$ cat config.mk
export PLATFORM = sky130hd
export DESIGN_NAME = load_store_unit
export DESIGN_NICKNAME = d
export VERILOG_FILES = /design/src/rtl/lsu_pkg.sv /design/src/rtl/load_extend.sv /design/src/rtl/load_store_unit.sv
export SDC_FILE = /design/constraint.sdc
export NUM_CORES = 1
export LEC_CHECK = 0
export BUFFER_PORTS_ARGS = -buffer_cell sky130_fd_sc_hd__buf_2
export CAP_MARGIN = 25
export CELL_PAD_IN_SITES_DETAIL_PLACEMENT = 0
export CELL_PAD_IN_SITES_GLOBAL_PLACEMENT = 1
export CORE_ASPECT_RATIO = 1.1
export CORE_MARGIN = 4
export CORE_UTILIZATION = 28
export DETAILED_ROUTE_END_ITERATION = 8
export HOLD_SLACK_MARGIN = 0.06
export MAX_ROUTING_LAYER = met4
export PLACE_DENSITY = 0.71
export SYNTH_ARGS = -nofsm -noshare
export SYNTH_HDL_FRONTEND = slang
export SYNTH_HIERARCHICAL = 1
export SYNTH_SLANG_ARGS = --single-unit
$ cat constraint.sdc
create_clock -name clk -period 2.73 [get_ports clk]
set_input_delay 0.1365 -clock clk [delete_from_list [all_inputs] [get_ports clk]]
set_output_delay 0.1365 -clock clk [all_outputs]
set_load 0.02 [all_outputs]
$ cat src/rtl/lsu_pkg.sv
// Shared types and beat-planning helpers for the load/store unit.
package lsu_pkg;

  typedef enum logic [1:0] {
    SZ_BYTE = 2'b00,
    SZ_HALF = 2'b01,
    SZ_WORD = 2'b10,
    SZ_BAD  = 2'b11
  } size_e;

  typedef enum logic [1:0] {
    IDLE   = 2'd0,
    ACCESS = 2'd1,
    DONE   = 2'd2
  } state_e;

  // Index of the final beat (beat count minus one).
  function automatic logic [1:0] last_beat(input size_e sz, input logic [1:0] addr_lo);
    case (sz)
      SZ_HALF: return 2'd1;
      SZ_WORD: return (addr_lo == 2'b00) ? 2'd0 : 2'd3;
      default: return 2'd0;
    endcase
  endfunction

  // Only an aligned word travels as a single word beat; everything else is split into bytes.
  function automatic logic is_byte_op(input size_e sz, input logic [1:0] addr_lo);
    return !((sz == SZ_WORD) && (addr_lo == 2'b00));
  endfunction

  // Offset of the last byte touched by an access of this size.
  function automatic logic [1:0] byte_span(input size_e sz);
    case (sz)
      SZ_HALF: return 2'd1;
      SZ_WORD: return 2'd3;
      default: return 2'd0;
    endcase
  endfunction

endpackage

$ cat src/rtl/load_extend.sv
// Selects the loaded byte/half/word from the assembly buffer and sign- or zero-extends it.
module load_extend
  import lsu_pkg::*;
#(
  parameter int unsigned DATA_WIDTH = 32,
  parameter int unsigned BYTE_WIDTH = 8
) (
  input  logic [DATA_WIDTH-1:0] data_i,
  input  size_e                 size_i,
  input  logic                  unsigned_i,
  output logic [DATA_WIDTH-1:0] rdata_o
);

  localparam int unsigned HW = 2 * BYTE_WIDTH;

  always_comb begin
    rdata_o = data_i;
    case (size_i)
      SZ_BYTE: rdata_o = {{(DATA_WIDTH-BYTE_WIDTH){~unsigned_i & data_i[BYTE_WIDTH-1]}},
                          data_i[BYTE_WIDTH-1:0]};
      SZ_HALF: rdata_o = {{(DATA_WIDTH-HW){~unsigned_i & data_i[HW-1]}}, data_i[HW-1:0]};
      default: rdata_o = data_i;
    endcase
  end

endmodule

$ cat src/rtl/load_store_unit.sv
// Data-memory initiator: splits CPU loads/stores into word or byte beats and assembles load data.
module load_store_unit
  import lsu_pkg::*;
#(
  parameter int unsigned           DATA_WIDTH  = 32,
  parameter int unsigned           BYTE_WIDTH  = 8,
  parameter logic [DATA_WIDTH-1:0] END_ADDRESS = 32'h1FFFF
) (
  input  logic                  clk,
  input  logic                  rst_n,
  input  logic                  req_valid_i,
  output logic                  req_ready_o,
  input  logic                  req_we_i,
  input  logic [1:0]            req_size_i,
  input  logic                  req_unsigned_i,
  input  logic [DATA_WIDTH-1:0] req_addr_i,
  input  logic [DATA_WIDTH-1:0] req_wdata_i,
  output logic                  resp_valid_o,
  output logic [DATA_WIDTH-1:0] resp_rdata_o,
  output logic                  resp_err_o,
  output logic                  mem_we_o,
  output logic                  mem_byte_op_o,
  output logic [DATA_WIDTH-1:0] mem_addr_o,
  output logic [DATA_WIDTH-1:0] mem_wd_o,
  input  logic [DATA_WIDTH-1:0] mem_rd_i
);

  state_e                state_q, state_d;
  logic [1:0]            cnt_q, cnt_d, last_q, last_d;
  logic                  we_q, we_d, uns_q, uns_d, bop_q, bop_d, err_q, err_d;
  size_e                 size_q, size_d;
  logic [DATA_WIDTH-1:0] addr_q, addr_d, wdata_q, wdata_d, buf_q, buf_d;
  logic [DATA_WIDTH-1:0] ext_rdata;

  size_e                 req_size;
  logic [DATA_WIDTH:0]   span_end;
  logic                  req_err, accept;

  assign req_size = size_e'(req_size_i);
  // 33-bit sum so an access wrapping past the top of the address space is flagged.
  assign span_end = {1'b0, req_addr_i} + (DATA_WIDTH+1)'(byte_span(req_size));
  assign req_err  = (req_size == SZ_BAD) || (span_end > {1'b0, END_ADDRESS});
  assign accept   = (state_q == IDLE) && req_valid_i;

  always_ff @(posedge clk or negedge rst_n) begin
    if (!rst_n) begin
      state_q <= IDLE;
      cnt_q   <= '0;
      last_q  <= '0;
      we_q    <= 1'b0;
      uns_q   <= 1'b0;
      bop_q   <= 1'b0;
      err_q   <= 1'b0;
      size_q  <= SZ_BYTE;
      addr_q  <= '0;
      wdata_q <= '0;
      buf_q   <= '0;
    end else begin
      state_q <= state_d;
      cnt_q   <= cnt_d;
      last_q  <= last_d;
      we_q    <= we_d;
      uns_q   <= uns_d;
      bop_q   <= bop_d;
      err_q   <= err_d;
      size_q  <= size_d;
      addr_q  <= addr_d;
      wdata_q <= wdata_d;
      buf_q   <= buf_d;
    end
  end

  always_comb begin
    state_d = state_q;
    case (state_q)
      IDLE:    if (req_valid_i) state_d = req_err ? DONE : ACCESS;
      ACCESS:  if (cnt_q == last_q) state_d = DONE;
      DONE:    state_d = IDLE;
      default: state_d = IDLE;
    endcase
  end

  always_comb begin
    cnt_d   = cnt_q;
    last_d  = last_q;
    we_d    = we_q;
    uns_d   = uns_q;
    bop_d   = bop_q;
    err_d   = err_q;
    size_d  = size_q;
    addr_d  = addr_q;
    wdata_d = wdata_q;
    buf_d   = buf_q;
    if (accept) begin
      cnt_d   = '0;
      last_d  = last_beat(req_size, req_addr_i[1:0]);
      we_d    = req_we_i;
      uns_d   = req_unsigned_i;
      bop_d   = is_byte_op(req_size, req_addr_i[1:0]);
      err_d   = req_err;
      size_d  = req_size;
      addr_d  = req_addr_i;
      wdata_d = req_wdata_i;
      buf_d   = '0;
    end else if (state_q == ACCESS) begin
      cnt_d = cnt_q + 2'd1;
      if (!we_q) begin
        if (bop_q) buf_d[cnt_q*BYTE_WIDTH +: BYTE_WIDTH] = mem_rd_i[BYTE_WIDTH-1:0];
        else       buf_d = mem_rd_i;
      end
    end
  end

  load_extend #(
    .DATA_WIDTH(DATA_WIDTH),
    .BYTE_WIDTH(BYTE_WIDTH)
  ) u_load_extend (
    .data_i    (buf_q),
    .size_i    (size_q),
    .unsigned_i(uns_q),
    .rdata_o   (ext_rdata)
  );

  always_comb begin
    req_ready_o   = (state_q == IDLE);
    resp_valid_o  = 1'b0;
    resp_err_o    = 1'b0;
    resp_rdata_o  = '0;
    mem_we_o      = 1'b0;
    mem_byte_op_o = 1'b0;
    mem_addr_o    = '0;
    mem_wd_o      = '0;
    if (state_q == ACCESS) begin
      mem_we_o      = we_q;
      mem_byte_op_o = bop_q;
      mem_addr_o    = addr_q + DATA_WIDTH'(cnt_q);
      mem_wd_o      = bop_q ? DATA_WIDTH'(wdata_q[cnt_q*BYTE_WIDTH +: BYTE_WIDTH]) : wdata_q;
    end
    if (state_q == DONE) begin
      resp_valid_o = 1'b1;
      resp_err_o   = err_q;
      resp_rdata_o = (we_q || err_q) ? '0 : ext_rdata;
    end
  end

endmodule

== Word-level counts from Yosys, hierarchy flattened ==
Cells that the tools add are included.
Storage, ports and cells
  flip-flop bits (word level): 108
  logic and storage cells: 67
Cells by class
  add/subtract/negate cells: 4
  $lt $le $gt $ge: 1
  eq/ne operators: 10
  shift-type cells: 3
  mux-type cells: 24
  bitwise gates (word level): 3
  reduce and logical (&&, ||, !) cells: 11
Operators with widths (count)
  32-bit two-way mux: 9
  32-bit case mux with 2 select lines: 1
  5-bit negator with 34-bit output: 1
  8-bit by 34-bit variable shift with 32-bit output (first input constant): 1
  8-bit by 34-bit variable part select with 32-bit output: 1
  32-bit by 2-bit adder with 33-bit output: 1
  33-bit by 17-bit greater-than comparator with 1-bit output (second input constant): 1
  32-bit by 2-bit adder with 32-bit output: 1
  32-bit bitwise mux: 1
  32-bit by 6-bit variable part select with 8-bit output: 1
  2-bit two-way mux: 6
  2-bit case mux with 2 select lines: 3
  2-bit by 1-bit == test with 1-bit output (second input constant): 3
  2-bit == test (second input constant): 3
  2-bit zero test: 3
  1-bit two-way mux: 4
  2-bit != test (second input constant): 2
  2-bit AND reduction: 2
  2-bit by 1-bit adder with 2-bit output (second input constant): 1
  1-bit AND: 2
  2-bit == test: 1
  1-bit logical AND: 2
  1-bit logical OR: 2
  2-bit by 1-bit != test with 1-bit output (second input constant): 1
  3 further kinds: 3

== Depth between registers and ports, before layout ==
Gate-level depths: netlist of the first run.
  depth after elaboration: 8
  depth in mapped cells: 12
  mapped depth without buffers: 12

== Hierarchy ==
The synthesis of the first run kept the hierarchy.
Modules (own cells, without submodules)
  load_store_unit: times used 1, cells each 778, area each 6243.5 sq um, seq. area each 2702.6 sq um
  load_extend: times used 1, cells each 67, area each 355.3 sq um, seq. area each 0.0 sq um

== Worst setup path before layout of the first run ==
OpenSTA, ideal clock, no wires.
  kind: reg2out
  from: reg cnt_q[1]
  to: out mem_addr_o[31]
  data arrival time: 2.556 ns
  required time: 2.594 ns
  slack: 0.037 ns
  cell stages (with the launch flop): 9
  buffers on the path: 1
  path through: dfrtp_1 ha_1 a21oi_1 nor3_4 or3b_1 buf_2 or3_4 or3_1 a21oi_1
Between the ends
  word-level cells in the longest chain between the ends: 2
Ends and longest elaborated chain
  start: declaration: RTL line load_store_unit.sv:29  | logic [1:0] cnt_q, cnt_d, last_q, last_d;
  start signal: assignment: RTL line load_store_unit.sv:60  | cnt_q <= cnt_d;
  32-bit by 2-bit adder with 32-bit output: RTL line load_store_unit.sv:136  | mem_addr_o = addr_q + DATA_WIDTH'(cnt_q);
  32-bit two-way mux: RTL line load_store_unit.sv:133  | if (state_q == ACCESS) begin
  end: declaration: RTL line load_store_unit.sv:23  | output logic [DATA_WIDTH-1:0] mem_addr_o,
No other way between the ends.

== Final worst setup path of the first run ==
  from: reg cnt_q[1]
  to: out mem_addr_o[29]
The elaborated chain is that of the path after synthesis.

==> impl_metrics.ini, run 1 <==
[status]
outcome = finished with violations
failed_checks = negative setup slack

[route]
dr.pass1.iters = 5
wl_mm = 22.2
vias = 6582
ant_nets = 0
drc = 0
wl_per_cell_um = 15.9
vias_per_cell = 4.72
drt_iter0_drc = 343

[timing]
maxSlewHeadroom = 0.529
fin_ws_ns = -0.0811
finClkSkew_ns = 0.00668
timing.fmax_mhz = 356
drv_slew = 0
rsz0062_at_grt = true
hold_viol = 0
setup_violations = 2
finalSetupTns_ns = -0.159
fin_crit_ns = 2.81
finalCritPeriodShare = 1.03
worstMarginPinSlew_ns = 0.704

[critical_path]
max_stage_delay_ns = 0.45
slowest_stage = or3b_4
required_ns = 2.59
path_delay_family = simple AND/OR/NAND/NOR gates
worstSetupPathType = reg -> out
end_kind = output pin
critPathBufInv = 1
critPathLaunchType = flop
crit_chain = ha_1 -> a21oi_2 -> nor3_4 -> or3b_4 -> or3_4 -> or3_4 -> a21oi_2 -> buf_6
critPathArrivalTime_ns = 2.67
crit_fanout = 5

[place]
gp_congestion = 0.818
portBuffers = 203
place_area_mm2 = 0.00794
post-dp-hpwl_mm = 16.5

[clocking]
clock_latency_ns = 0.35
cts.sinks = 108
cts_tree = done
numCtsBuffers = 9
clkSlewWorstSetupHoldPaths_ns = 0.07
cts_root_buf = clkbuf_16
clockBufferDepth = 2
h-tree-depth = 3

[global_routing]
antenna_found_initial = 0
grt_max_degree = 62
grt_pass1_wl_mm = 35.8
grt_pass1_vias = 6635
grtUsageTotal = 0.174
overflow = 0

[die]
start_util = 0.287
io_pins = 204
row_count = 58
core_area_mm2 = 0.0230
dieArea_mm2 = 0.0261
die-height_um = 169
die_x_um = 154

[yosys]
yosysMostFrequentCell = nand2_1
yosysTopAreaCell = dfrtp_1
ys_top_cells_by_area = dfrtp_1 41%, nand2_1 15%, o21ai_0 5.3%, and2_1 4.1%, nor2_1 3.0%
ys_top_cells_by_count = 270 x nand2_1, 108 x dfrtp_1, 70 x o21ai_0
async_flop_share = 1.00
synth_edf_count = 0
synthCells = 845
syn_area_mm2 = 0.00660
synth_area_per_cell_um2 = 7.81
yosysUniqueCellTypes = 59
synth_top_cell_area_share = 0.410
synth_warnings = 6
synth_nets = 961
yosysSeqAreaShare = 0.410
ys_ff_latch = 108
ys.flop_type = dfrtp_1

[power]
ir_drop_mv = 0.255
leakage_nw = 4.50
power_density_mw_per_mm2 = 433

[final_layout]
syn_to_final_growth_pct = 35.6
fin_area_mm2 = 0.00895
nets = 1205
drive_above_1_share = 0.249
diodes = 0
n_fill_cell = 2417

[job]
drv_cap = 0

[worst_hold_path]
hp-class = in -> reg
[cells in the final DEF (no fill, tap or decap), types with 4 or more instances in the layout]
cell	n
dfrtp_1	108
o31ai_1	11
nand2_1	268
mux2i_1	8
inv_1	8
nand3_1	24
buf_2	199
nor2_1	51
o21ai_0	70
nand4_1	14
ha_1	11
a22oi_1	24
and2_1	42
dlygate4sd3_1	61
xor2_1	22
xnor2_1	10
nor2b_1	4
buf_4	31
a21oi_1	10
and3_1	28
clkbuf_16	9
a22o_1	8
[stage by stage]
stage	total power, mW	hold slack (ns)	worst slack, ns	util	std cells
finish	3.87	0.0752	-0.0811	0.389	1394
global placement	2.43	0.214	0.0488	0.345	1314
floorplan	2.17	-0.159	0.0374	-	845
global route	4.10	0.0785	-0.238	0.389	1394
CTS	3.93	0.0606	-0.178	0.387	1394
detailed placement	2.44	0.217	-0.000701	0.345	1314
[metal layers]
metal	global-route usage	vias to the layer above	part of all wire
li1	-	3323	-
met1	0.236	3066	0.48
met2	0.277	176	0.46
met3	0.0243	17	0.048
met4	0.0434	0	0.012
met5	-	-	0
[logic make-up after synthesis]
group           after synthesis  synth area share
simple gates                467             0.323
compound gates              145             0.135
flops                       108             0.410
buf+inv                      71            0.0485
xor+xnor                     32            0.0425
fa+ha+maj                    13            0.0269
mux                           9            0.0142
[final cells by class]
cell class / count / area (µm²) / share of cell area
well taps: 300 / 375 / 0.0419
repair buffers: 294 / 1890 / 0.211
clock inverters: 4 / 56.3 / 0.00629
multi-input cells: 666 / 3640 / 0.406
inverters: 10 / 37.5 / 0.00419
clock buffers: 12 / 256 / 0.0287
flip-flops and latches: 108 / 2700 / 0.302
[power breakdown]
group / switching (mW) / internal (mW) / leakage (nW)
clock network: 0.627 / 0.770 / 0.153
registers: 0.143 / 1.73 / 1.38
logic: 0.339 / 0.258 / 2.96
[registers in the layout, indices dropped and copies added, names as in the netlist]
| name | flops |
|---|---|
| bop_q | 1 |
| addr_q | 32 |
| state_q | 2 |
| cnt_q | 2 |
| last_q | 2 |
| size_q | 2 |
| buf_q | 32 |
| err_q | 1 |
| we_q | 1 |
| wdata_q | 32 |
| uns_q | 1 |
[worst min-delay path, stage by stage]
cell     delay [ns]
buf_2          0.15
nand2_1        0.06
nand2_1        0.05
[worst paths after layout]
kind	to	slack [ns]	cells after the start	startpoint
worst max-delay path	mem_addr_o[29]	-0.08	8	cnt_q[1]
min in group asynchronous	addr_q[16]	0.35	2	rst_n
worst min register to register	wdata_q[0]	0.47	2	wdata_q[0]
max in group asynchronous	buf_q[26]	1.60	3	rst_n
worst max register to register	buf_q[18]	0.53	8	cnt_q[0]
worst min-delay path	addr_q[18]	0.08	3	req_addr_i[18]
[repair_timing]
| item | 4_1_cts | 5_1_grt |
|---|---|---|
| resized for setup | 6 | 12 |
| pin swaps | 5 | 2 |
| hold endpoints to repair | 107 | 0 |
| setup endpoints to repair | 7 | 14 |
| hold buffers | 61 | 0 |
| buffers inserted | 3 | 0 |
Power figures use the tool's default switching activity.
==> inputs of run 2 (changes only) <==
--- a/config.mk
+++ b/config.mk
@@ -5,6 +5,7 @@
 export SDC_FILE = /design/constraint.sdc
 export NUM_CORES = 1
 export LEC_CHECK = 0
+export ABC_CLOCK_PERIOD_IN_PS = 2730
 export BUFFER_PORTS_ARGS = -buffer_cell sky130_fd_sc_hd__buf_2
 export CAP_MARGIN = 25
 export CELL_PAD_IN_SITES_DETAIL_PLACEMENT = 0
@@ -16,6 +17,7 @@
 export HOLD_SLACK_MARGIN = 0.06
 export MAX_ROUTING_LAYER = met4
 export PLACE_DENSITY = 0.71
+export REMOVE_ABC_BUFFERS = 1
 export SYNTH_ARGS = -nofsm -noshare
 export SYNTH_HDL_FRONTEND = slang
 export SYNTH_HIERARCHICAL = 1
==> run 2 against run 1 <==
  * The flow still finishes with violations (negative setup slack)
  * Via count is 1.8% higher
  * Critical path depth stayed put
  * Clock skew is 0.0025 ns higher
==> impl_metrics.ini, run 2 (synthesized netlist as in run 1, its figures left out) <==
[timing]
drv_slew = 0
rsz0062_at_grt = true
whs_ns = 0.0861
hold_viol = 0
setup_violations = 2
worstMarginPinSlew_ns = 0.818
finClkSkew_ns = 0.00919
timing.fmax_mhz = 354
finalCritPeriodShare = 1.04
fin_ws_ns = -0.0983
maxSlewHeadroom = 0.455
fin_crit_ns = 2.83

[clocking]
h-tree-depth = 3
clockBufferDepth = 2
clock_latency_ns = 0.36
clkSlewWorstSetupHoldPaths_ns = 0.08
numCtsBuffers = 9
cts_tree = done
cts_root_buf = clkbuf_16
cts.sinks = 108

[power]
seqPwrFrac = 0.488
ir_drop_mv = 0.248
p_comb_frac = 0.153
swShare = 0.295
intPower_mw = 2.72
power_switching_mw = 1.14
power.total_mw = 3.85
power_density_mw_per_mm2 = 428
p_clk_frac = 0.358
leakage_nw = 4.48

[final_layout]
nets = 1206
syn_to_final_growth_pct = 36.5
fin_area_mm2 = 0.00901
diodes = 0
reg.largest.list = addr_q: 32 flops, buf_q: 32 flops, wdata_q: 32 flops
layout_commonest_cell = nand2_1
utilization = 0.391
layout.cells.most_common_list = 267 x nand2_1, 197 x buf_2, 107 x dfrtp_1
drive_above_1_share = 0.253
n_fill_cell = 2430
fin_cells = 1395

[place]
dp_cells = 1310
portBuffers = 203
post-dp-hpwl_mm = 16.1
place_area_mm2 = 0.00792
gp_congestion = 0.827

[global_routing]
grt_pass1_vias = 6749
grt_max_degree = 51
overflow = 0
grt_pass1_wl_mm = 36.2
antenna_found_initial = 0
grtUsageTotal = 0.176

[route]
dr.pass1.iters = 5
drc = 0
dr_wl_met3_mm = 1.35
vias = 6698
wl_met2_mm = 10.9
wl_mm = 22.4
vias_per_cell = 4.80
wl_per_cell_um = 16.1
ant_nets = 0
routed.top_layer = met4
drt_iter0_drc = 328
met1Wirelength_mm = 9.91

[critical_path]
worstSetupPathType = reg -> out
crit_top_cell = or3_4
path_delay_family = simple AND/OR/NAND/NOR gates
max_stage_delay_ns = 0.45
crit_fanout = 4
critPathLaunchType = flop
slowest_stage = dfrtp_2
critPathBufInv = 1
end_kind = output pin
crit_chain = ha_4 -> a21oi_4 -> nor3_4 -> or3b_4 -> or3_4 -> or3_4 -> a21oi_2 -> buf_6
required_ns = 2.59
critPathArrivalTime_ns = 2.69

[die]
core_area_mm2 = 0.0230
die-height_um = 169
io_pins = 204
row_count = 58
die_x_um = 154
dieArea_mm2 = 0.0261
start_util = 0.287

[worst_hold_path]
hp-class = in -> reg

[status]
failed_checks = negative setup slack
outcome = finished with violations

[job]
drv_cap = 0
-- run 2: layout make-up --
cell class / instances / area, µm² / share of cell area
Sequential cell: 108 / 2700 / 0.300
Clock inverter: 7 / 75.1 / 0.00834
Tap cell: 300 / 375 / 0.0417
Multi-Input combinational cell: 666 / 3660 / 0.407
Inverter: 10 / 37.5 / 0.00417
Timing Repair Buffer: 295 / 1920 / 0.214
Clock buffer: 9 / 225 / 0.0250
-- run 2: stage by stage --
step	TNS (ns)	setup slack (ns)
after floorplan	-0.624	-0.226
after global placement	0	0.0900
after detailed placement	0	0.0181
after CTS	-0.405	-0.132
after global routing	-0.797	-0.197
final	-0.148	-0.0983
-- run 2: timing repair --
item | CTS | global route
gates cloned | 0 | 0
hold buffers | 63 | 0
setup endpoints to repair | 5 | 11
resized for setup | 6 | 23
pin swaps | 0 | 3
setup buffers | 3 | 3
hold endpoints to repair | 96 | 0
-- run 2: power by group through the flow --
| stage | clock [mW] | sequential, mW | combinational, mW |
|---|---|---|---|
| 3_5_place_dp | 0 | 1.91 | 0.519 |
| 2_1_floorplan | 0 | 1.87 | 0.273 |
| 3_3_place_gp | 0 | 1.91 | 0.519 |
| 4_1_cts | 1.42 | 1.88 | 0.595 |
| 5_1_grt | 1.48 | 1.91 | 0.680 |
| 6_report | 1.38 | 1.88 | 0.591 |
-- run 2: path summary, 6_finish.rpt --
path	from	endpoint	slack (ns)	cells past startpoint
min	req_addr_i[17]	addr_q[17]	0.09	3
max	cnt_q[1]	mem_addr_o[31]	-0.1	8
max in group asynchronous	rst_n	buf_q[17]	1.71	3
min reg2reg	wdata_q[2]	wdata_q[2]	0.47	2
min in group asynchronous	rst_n	wdata_q[23]	0.30	2
max reg2reg	cnt_q[0]	buf_q[6]	0.31	7
-- run 2: metal layers --
metal,global-route usage,vias up
met1,0.228,3147
li1,-,3324
met4,0.0334,0
met5,-,-
met3,0.0335,17
met2,0.292,210
-- run 2: worst register-to-register path, stage by stage, from the launching register on --
cell and delay (ns):
dfrtp_1 0.40, buf_4 0.32, inv_2 0.20, ha_1 0.40
nor2_1 0.12, nand2_1 0.06, a21boi_1 0.60, a22o_1 0.26
==> inputs of run 3 (changes only) <==
--- a/config.mk
+++ b/config.mk
@@ -5,6 +5,7 @@
 export SDC_FILE = /design/constraint.sdc
 export NUM_CORES = 1
 export LEC_CHECK = 0
+export ABC_AREA = 1
 export ABC_CLOCK_PERIOD_IN_PS = 2730
 export BUFFER_PORTS_ARGS = -buffer_cell sky130_fd_sc_hd__buf_2
 export CAP_MARGIN = 25
==> run 3 against run 2 <==
  * The flow now finishes without violations
  * Fmax up 6.8%
  * Final area up 8.4%
  * Synthesized cell count up 39%
  * Non-clock buffer count down 22
  * Clock-buffer cell count unchanged
  * Global-route usage up 1.5 points
  * Flip-flop and latch count unchanged
  * First-iteration DRC count up 53%
  * Largest power group unchanged
  * Critical path depth up 5
  * Utilization down 2.1 points
  * Largest cell class unchanged
  * Cell count up 26%
  * Sequential share of layout area down 2.3 points
==> impl_metrics.ini, run 3 <==
[status]
outcome = complete, no violations

[global_routing]
grt_pass1_vias = 8172
grtUsageTotal = 0.192
grt_max_degree = 62
overflow = 0
antenna_found_initial = 0
grt_pass1_wl_mm = 44.1

[route]
vias_per_cell = 4.71
dr.pass1.iters = 5
wl_per_cell_um = 16.1
ant_nets = 0
wl_mm = 28.1
drt_iter0_drc = 501
vias = 8254
drc = 0

[critical_path]
critPathLaunchType = flop
crit_fanout = 5
crit_start = cnt_q[0]
timing.rr.start = cnt_q[0]
worstSetupPathType = reg -> out
worstReg2RegEnd = buf_q[13]
worst-r2r-cell-count = 9
end_kind = output pin
crit_end = mem_addr_o[20]
required_ns = 2.59
r2r_slack_ns = 0.26
critPathArrivalTime_ns = 2.51

[yosys]
synth_warnings = 6
yosysTopAreaCell = dfrtp_1
async_flop_share = 1.00
synthCells = 1171
synth_area_per_cell_um2 = 6.48
ys_ff_latch = 108
yosysMostFrequentCell = nand2_1
syn_area_mm2 = 0.00758
ys.flop_type = dfrtp_1
synth_top_cell_area_share = 0.356
ys_top_cells_by_area = dfrtp_1 36%, nand2_1 22%, nor2_1 7.9%, o21ai_0 6.5%, inv_1 4.1%
yosysUniqueCellTypes = 40
ys_top_cells_by_count = 451 x nand2_1, 159 x nor2_1, 108 x dfrtp_1
synth_edf_count = 0
yosysSeqAreaShare = 0.356

[place]
post-dp-hpwl_mm = 21.4
gp_congestion = 0.868
portBuffers = 203

[timing]
maxSlewHeadroom = 0.489
hold_viol = 0
fin_crit_ns = 2.65
finClkSkew_ns = 0.0153
setup_violations = 0
drv_slew = 0
rsz0062_at_grt = true
finalSetupTns_ns = 0
worstMarginPinSlew_ns = 0.767
timing.fmax_mhz = 378
finalCritPeriodShare = 0.970

[clocking]
numCtsBuffers = 9
clockBufferDepth = 2
clkSlewWorstSetupHoldPaths_ns = 0.09
clock_latency_ns = 0.37
cts_tree = done
cts.sinks = 108
h-tree-depth = 3
cts_root_buf = clkbuf_16

[final_layout]
syn_to_final_growth_pct = 28.7
reg.largest.list = addr_q: 32 flops, buf_q: 32 flops, wdata_q: 32 flops
diodes = 0
drive_above_1_share = 0.210
nets = 1510
layout.cells.most_common_list = 450 x nand2_1, 198 x buf_2, 155 x nor2_1
layout_commonest_cell = nand2_1

[die]
core_area_mm2 = 0.0264
die-height_um = 181
start_util = 0.288
io_pins = 204
dieArea_mm2 = 0.0298
row_count = 62
die_x_um = 165

[worst_hold_path]
hp-class = in -> reg

[power]
power.total_mw = 4.32
swShare = 0.352
leakage_nw = 4.84
intPower_mw = 2.80
power_density_mw_per_mm2 = 442
ir_drop_mv = 0.240
power_switching_mw = 1.52
seqPwrFrac = 0.460
p_comb_frac = 0.223
p_clk_frac = 0.317

[job]
drv_cap = 0
## run 3: changes by cell type after synthesis, sizes merged, moves of 38 or more
cell   before  now
inv         9   88
and2       43    1
o21ai      73  114
nand3      26   64
nand2     270  457
nor2       52  166
## run 3: worst max-delay path, stage by stage (launching register included)
cell     delay [ns]
dfrtp_1        0.36
ha_2           0.20
fa_2           0.21
nand2_2        0.07
nor2_2         0.11
nand2_2        0.12
nor3_4         0.21
nand2_2        0.12
nor2_4         0.15
nand3_2        0.11
nor2_2         0.14
a21oi_2        0.07
nor3_2         0.10
buf_4          0.16
## run 3: cells by family (layout without fill, tap and decap cells)
group | count (synthesis) | in the layout | share of synthesized area
DFF | 108 | 108 | 0.356
AOI/OAI and AO/OA | 163 | 163 | 0.130
xor gates and xnor gates | 11 | 11 | 0.0127
adders and majority gates | 13 | 13 | 0.0234
buffers and inverters | 150 | 378 | 0.0846
and+or+nand+nor | 726 | 726 | 0.393
## run 3: per-layer routing
layer	GRT usage	wire (µm)
met4	0.0552	594
met2	0.311	13100
met1	0.252	12900
met3	0.0224	1540
met5	-	0
## run 3: how the worst min path moves through the flow
stage	from	endpoint	slack [ns]	cells past startpoint
after CTS	mem_rd_i[7]	buf_q[7]	0.06	3
after floorplan	rst_n	addr_q[0]	-0.16	0
final	mem_rd_i[20]	buf_q[20]	0.07	3
after global placement	rst_n	wdata_q[10]	0.26	1
after detailed placement	rst_n	wdata_q[2]	0.26	1
after global routing	mem_rd_i[20]	buf_q[20]	0.07	3
## run 3: power by group through the flow
| stage | clock (mW) | sequential [mW] | combinational, mW |
|---|---|---|---|
| 2_1_floorplan | 0 | 1.97 | 0.549 |
| 3_3_place_gp | 0 | 2.01 | 0.915 |
| 3_5_place_dp | 0 | 2.01 | 0.918 |
| 4_1_cts | 1.41 | 1.98 | 0.971 |
| 5_1_grt | 1.47 | 2.02 | 1.10 |
| 6_report | 1.37 | 1.98 | 0.962 |
## run 3: area by class of cell
class | count | area, µm²
Fill cell | 2932 | 16600
Multi-Input combinational cell | 913 | 4300
Sequential cell | 108 | 2700
Timing Repair Buffer | 273 | 1680
Tap cell | 352 | 440
Inverter | 89 | 334
Clock buffer | 9 | 225
Clock inverter | 7 | 80.1
## run 3: repair_timing
action | CTS | global route
pin swaps | 2 | 4
hold buffers | 44 | 0
setup endpoints to repair | 1 | 11
resized for setup | 4 | 16
buffers inserted | 3 | 3
hold endpoints to repair | 94 | 0
## run 3: metrics by stage
step	hold slack [ns]	instances	setup slack (ns)	util	cell area [µm²]
2_1_floorplan	-0.159	1110	-0.459	-	7280
3_3_place_gp	0.258	1685	0.341	0.338	8900
3_5_place_dp	0.256	1685	0.306	0.338	8900
4_1_cts	0.0623	1748	-0.0140	0.367	9680
5_1_grt	0.0713	1751	-0.0650	0.370	9760
6_report	0.0708	1751	0.0826	0.370	9760
